$ cat src/rtl/led_matrix_scan_pwm.sv
// led_matrix_scan_pwm: row-multiplexed LED matrix driver with inter-row blanking,
// global PWM dimming and a double-buffered frame that swaps only at frame boundaries.
module led_matrix_scan_pwm #(
    parameter int ROWS           = 8,
    parameter int COLS           = 8,
    parameter int SCAN_DIV       = 5000,
    parameter int BLANK          = 16,
    parameter int BRIGHT_W       = 3,
    parameter int ROW_ACTIVE_LOW = 1
) (
    input  logic                 clock,
    input  logic                 reset,
    input  logic                 enable,
    input  logic [BRIGHT_W-1:0]  brightness,
    input  logic [ROWS*COLS-1:0] frame_in,
    input  logic                 load,
    output logic                 pending,
    output logic                 frame_start,
    output logic [ROWS-1:0]      row,
    output logic [COLS-1:0]      col
);
    localparam int CW = $clog2(SCAN_DIV);
    localparam int IW = $clog2(ROWS);
    localparam logic [ROWS-1:0] IDLE = {ROWS{ROW_ACTIVE_LOW != 0}};

    logic [CW-1:0]        cnt, cnt_nx;
    logic [IW-1:0]        idx, idx_nx;
    logic [ROWS*COLS-1:0] staging, display;
    logic                 slot_end, last_row, boundary, transfer, lit;
    logic [ROWS-1:0]      row_nx;
    logic [COLS-1:0]      col_nx;

    always_comb begin
        slot_end = cnt == CW'(SCAN_DIV - 1);
        last_row = idx == IW'(ROWS - 1);
        boundary = enable && slot_end && last_row;
        // a coincident load defers the swap so the newest frame is never torn
        transfer = pending && !load && (boundary || !enable);
        cnt_nx   = (!enable || slot_end) ? '0 : cnt + 1'b1;
        idx_nx   = !enable ? '0 : !slot_end ? idx : last_row ? '0 : idx + 1'b1;
        lit      = enable && cnt >= CW'(BLANK) && BRIGHT_W'(cnt) <= brightness;
        row_nx   = lit ? IDLE ^ (ROWS'(1) << idx) : IDLE;
        col_nx   = lit ? display[idx*COLS +: COLS] : '0;
    end

    always_ff @(posedge clock or posedge reset) begin
        if (reset) begin
            cnt         <= '0;
            idx         <= '0;
            staging     <= '0;
            display     <= '0;
            pending     <= 1'b0;
            frame_start <= 1'b0;
            row         <= IDLE;
            col         <= '0;
        end else begin
            cnt         <= cnt_nx;
            idx         <= idx_nx;
            row         <= row_nx;
            col         <= col_nx;
            frame_start <= transfer;
            if (load) begin
                staging <= frame_in;
                pending <= 1'b1;
            end else if (transfer) begin
                display <= staging;
                pending <= 1'b0;
            end
        end
    end
endmodule

$ cat config.mk
export PLATFORM = sky130hd
export DESIGN_NAME = led_matrix_scan_pwm
export DESIGN_NICKNAME = d
export VERILOG_FILES = /design/src/rtl/led_matrix_scan_pwm.sv
export SDC_FILE = /design/constraint.sdc
export NUM_CORES = 1
export LEC_CHECK = 0
export ABC_CLOCK_PERIOD_IN_PS = 7190
export CAP_MARGIN = 20
export CORE_MARGIN = 2
export CORE_UTILIZATION = 55
export CTS_CLUSTER_SIZE = 16
export DETAILED_ROUTE_END_ITERATION = 8
export PLACE_DENSITY = 0.79
export SETUP_SLACK_MARGIN = 0.05
export SYNTH_ARGS = -nofsm -noshare
export SYNTH_HDL_FRONTEND = slang
export SYNTH_SLANG_ARGS = --single-unit
$ cat constraint.sdc
create_clock -name clock -period 7.19 [get_ports clock]
set_input_delay 1.0785 -clock clock [delete_from_list [all_inputs] [get_ports clock]]
set_output_delay 1.0785 -clock clock [all_outputs]
set_load 0.02 [all_outputs]
* After elaboration in Yosys (flattened, before gate mapping)
Cells that the tools add are included.
** Word-level totals
- Memory bits (writable) :: 0
- Memories :: 0
- Logic and storage cells :: 39
- Bits in latches :: 0
- Register bits :: 162
- Bits in read-only memories :: 0
- Bits of input ports :: 71
- Output and inout bits :: 18
** Cells by class
- Div/mod/pow operators :: 0
- $add $sub $neg :: 2
- Bitwise logic cells :: 2
- Multipliers :: 0
- Eq/ne operators :: 3
- Mux-type cells :: 8
- Magnitude comparators :: 2
- Shift operators :: 2
- Reduce and logical (&&, ||, !) cells :: 12
** Operator list (number)
- $shiftx 64x7->8 :: 1
- $mux 8 :: 2
- $add 13x1->13 const B :: 1
- $eq 13x13->1 const B :: 1
- $ge 13x5->1 const B :: 1
- $mux 13 :: 1
- $mux 3 :: 3
- $not 8->8 :: 1
- $shl 1x3->8 const A :: 1
- $logic_and 1x1->1 :: 6
- $add 3x1->3 const B :: 1
- $eq 3x3->1 const B :: 1
- $le 3x3->1 :: 1
- $logic_not 1->1 :: 2
- $logic_or 1x1->1 :: 2
- $mux 1 :: 2
- $ne 2x1->1 const B :: 1
- $reduce_and 2->1 :: 1
- $reduce_bool 2->1 :: 1
- $not 1->1 :: 1

* Logic depth before layout (Yosys ltp)
- Word-level depth :: 7
- Gate-level depth with buffers :: 8
- Depth with buffers taken out :: 6

* Worst setup path before layout
OpenSTA, ideal clock, no wires.
- Path type :: input to register
- Start point :: input port enable
- End point :: register cnt[9]
- Path buffers :: 1
- Stages :: 5
- Library setup time :: 83 ps
- Path slack :: 4915 ps
- Arrival time :: 2192 ps
- Path through :: clkbuf_1 -> clkinv_1 -> a41o_1 -> a311o_1 -> o21ai_0
** On the way
- Word-level cells in the longest chain between the ends :: 3
** RTL lines
- start, declared :: RTL line 13 : input logic enable,
- $logic_not 1->1
- $logic_or 1x1->1 :: RTL line 39 : cnt_nx = (!enable || slot_end) ? '0 : cnt + 1'b1;
- $mux 13 :: RTL line 39
- net cnt_nx[9] :: RTL line 26 : logic [CW-1:0] cnt, cnt_nx;
- end signal, assigned :: RTL line 57 : cnt <= cnt_nx;
- end, declared :: RTL line 26
The timed path passes the listed nets, and every way through them passes these cells.
A chain may end at the register's enable or synchronous reset.

* Final worst setup path
- Start point :: register idx[1]
- End point :: register display[7]
** On the way
- Word-level cells in the longest chain between the ends :: 5
** RTL lines
- start, declared :: RTL line 27 : logic [IW-1:0] idx, idx_nx;
- start signal, assigned :: RTL line 58 : idx <= idx_nx;
- $eq 3x3->1 :: RTL line 35 : last_row = idx == IW'(ROWS - 1);
- $logic_and 1x1->1 :: RTL line 36 : boundary = enable && slot_end && last_row;
- $logic_or 1x1->1 :: RTL line 38 : transfer = pending && !load && (boundary || !enable);
- $logic_and 1x1->1 :: RTL line 38
- $reduce_and 2->1 (no source line)
- end signal, assigned :: RTL line 66 : display <= staging;
- end, declared :: RTL line 28 : logic [ROWS*COLS-1:0] staging, display;
Every way passes these cells.

==> impl_results.md <==
* Period minus WS final at roughly 3.2 ns
* Fin. Hold Viols at 0
* Startpoint types: flip-flop
* HPWL Detailed at roughly 8.4 mm
* Synthesized cell area at 7005 µm²
* Clock skew at 0.007355 ns
* Number of global-route vias before repair at approximately 4200
* Slew headroom at 0.3076
* Post-cts resize count at 0
* CP most frequent cell: ha_1
* VDD IR max at around 0.00017 V
* Area growth from synthesis to layout at 22.75%
* F_max at between 0.3 and 0.4 GHz
* Worst endpoint data arrival time at 3.54 ns
* Drt wl/cell at between 15 and 20 µm
* Core box area at ~13000 µm²
* Vias per cell at between 5 and 6
* Crit-path slowest cell: dfrtp_1
* Hold path start: cnt[0]$_DFF_PP0_
* CP max stage delay at 1.03 ns
* Synth Flop Type: dfrtp_1
* R2R cell count at 7
* TritonCTS clock tree: yes
* Dpl cells at between 600 and 700
* Worst Hold Path Cells at 1
* H-tree Lvls at 4
* Synth cell types at 42
* Port Buffers at 88
* Status: complete, no violations
* # diodes at 0
* Clock Sinks at 162
* Largest net degree at the start of global routing at 93
* First-pass GRT wire length at about 21 mm
* Chip width at 116.9 µm
* Pre-CTS setup slack at between 3 and 4 ns
* Crit Path Category: flip-flop to flip-flop
* Total gr overflow at 0
* Nets at just over 600
* Buf/Inv on CP at 1
* Leakage at 3.668 nW
* Vias post-DR at a little under 4000
* Initial DRT Pass Iterations at 6
* Max-Cap Viols at 0
* CTS Buffer Depth at 2
* WP data required at approximately 7.5 ns
* Slew Limit Fails at 0
* Unrepaired setup endpoints after global routing: no
* R2R Setup Slk at around 4.0 ns
* DRC viols at 0
* Min-Delay Endpoint: cnt[0]$_DFF_PP0_
* Fin crit share at 0.4499
* Post-route cell area at about 8600 µm²
* Final core utilization at 0.6870
* Power Density at approximately 270 nW/µm²
* Finish-stage setup viols at 0
* Clock-pin slew on the worst setup and hold paths at 0.06 ns
* Die Ht at between 100 and 150 µm
* Syn Area/Cell at between 15 and 20 µm²
* Routability Congestion at between 0.7 and 0.8
* Placed inst area at 7969 µm²
* Async S/R FF share, synth at 1.000
* Synthesis Warnings at 0
* Io pins at around 90
* Number of synthesized flops with an enable pin at 0
* CP endpoint kind: flip-flop
* Clock Root Buffer: clkbuf_16
* Crit-path max FO at 34
* Total GRT Usage at 0.2094
* Register bit total from synthesis at between 150 and 200
* CTS Buf Count at 17
* Clock Latency Late Sink at between 0.4 and 0.5 ns
* Seq/Total Area, Yosys at 0.5801
* Final setup TNS at 0 ns
* DRT Wirelength at 12.99 mm
* Row count at a little over 40
* Synth Instances at approximately 440
* Post-CTS setup buffers at 0
* HP Class: flip-flop to flip-flop
* Iteration-0 DRC Markers at slightly below 300
* CTS Hold Bufs at 0
* Initial antenna violation count at 0
* Critical R2R Capture: display[7]$_DFFE_PP0P_
* Starting Density at 0.5597
* Final non-filler cell total at between 700 and 800
* Worst slew pin tran at between 1 and 1.5 ns
* Layout cell share with drive strength beyond 1 at 0.3565
* Hold WS at 0.4923 ns
* Final worst slack at roughly 4.0 ns
* CP delay by family, top: flip-flops
* Die area at around 14000 µm²
* Crit path cell chain: ha_1 > ha_1 > and4_1 > nand4_1 > a21oi_4 > buf_4 > mux2_2
* FF-to-FF Start: idx[1]$_DFFE_PP0N_
* Post-route ant nets at 0
* Power, Total at 2.331 mW
* Post-Syn Nets at about 530
## where the power goes
group | switching, mW | internal [mW] | total, mW
clock | 0.358 | 0.554 | 0.912
combinational | 0.0968 | 0.211 | 0.308
sequential | 0.0743 | 1.04 | 1.11
## layout by cell type, fill, tap and decap left out, types with 2 or more instances in the layout
master             n
mux4_2            16
clkinvlp_4         5
nor2_1             9
bufinv_16          3
a21oi_1            5
dfrtp_1          154
nor3_1            10
inv_6              2
mux2i_1            8
clkdlybuf4s50_1   87
o21ai_0            4
mux2_2            79
clkbuf_16         17
inv_1             10
clkinv_2           3
dfstp_2            8
or3_1              5
ha_1              11
buf_4              5
xnor2_1            4
mux2_4            49
xor2_1             3
nand2_1            7
nand4_1           13
nand3_1            6
and3_1             2
## layer usage
metal,global-route usage,part of all wire,vias up
li1,-,-,1793
met1,0.2639,0.42,2048
met2,0.3457,0.52,89
met3,0.05355,0.035,26
met4,0.09255,0.021,0
met5,0,0,-
## state kept, by name (all words and copies together) (netlist names)
name,cells
frame_start,1
idx,3
cnt,13
col,8
row,8
pending,1
staging,64
display,64
## worst reg2reg max path, stage by stage (launching register included)
cell	delay [ns]
dfrtp_1	1.03
ha_1	0.34
ha_1	0.24
and4_1	0.21
nand4_1	0.18
a21oi_4	0.20
buf_4	0.49
mux2_2	0.42
## kinds of logic after synthesis
kind of cell / share of synthesized area
flops: 0.5801
mux: 0.2949
simple gates: 0.04841
buf+inv: 0.03179
compound gates: 0.01643
fa+ha+maj: 0.01965
xor+xnor: 0.008752
## synth_stat cells, types with 5 or more instances
library cell	count	share of area
dfrtp_1	154	0.55
dfstp_2	8	0.030
nor3_1	10	0.0071
inv_1	11	0.0059
nand3_1	6	0.0043
nor2_1	9	0.0048
mux2_2	79	0.13
nand2_1	7	0.0038
mux4_2	16	0.051
or3_1	5	0.0045
a21oi_1	5	0.0036
ha_1	11	0.020
buf_12	5	0.014
mux2i_1	8	0.011
clkbuf_1	10	0.0054
mux2_4	49	0.11
nand4_1	13	0.012
## layout make-up
type / count / area (µm²)
tap: 172 / 215.2
inverter: 12 / 50.05
fill: 902 / 3918
sequential: 162 / 4064
clock inverter: 13 / 160.2
multi-input combinational: 247 / 2726
clock buffer: 19 / 442.9
timing repair buffer: 94 / 940.9
## worst max-delay path by stage
stage / start / endpoint / slack [ns] / cells after the start
global placement: reset / cnt[4]$_DFF_PP0_ / 4.03 / 3
finish: idx[1]$_DFFE_PP0N_ / display[7]$_DFFE_PP0P_ / 3.96 / 7
CTS: idx[1]$_DFFE_PP0N_ / display[62]$_DFFE_PP0P_ / 3.96 / 7
global route: idx[1]$_DFFE_PP0N_ / display[7]$_DFFE_PP0P_ / 3.79 / 7
floorplan: reset / cnt[0]$_DFF_PP0_ / 1.75 / 1
detailed placement: reset / cnt[5]$_DFF_PP0_ / 3.95 / 3
(Power assumes the default switching activity.)
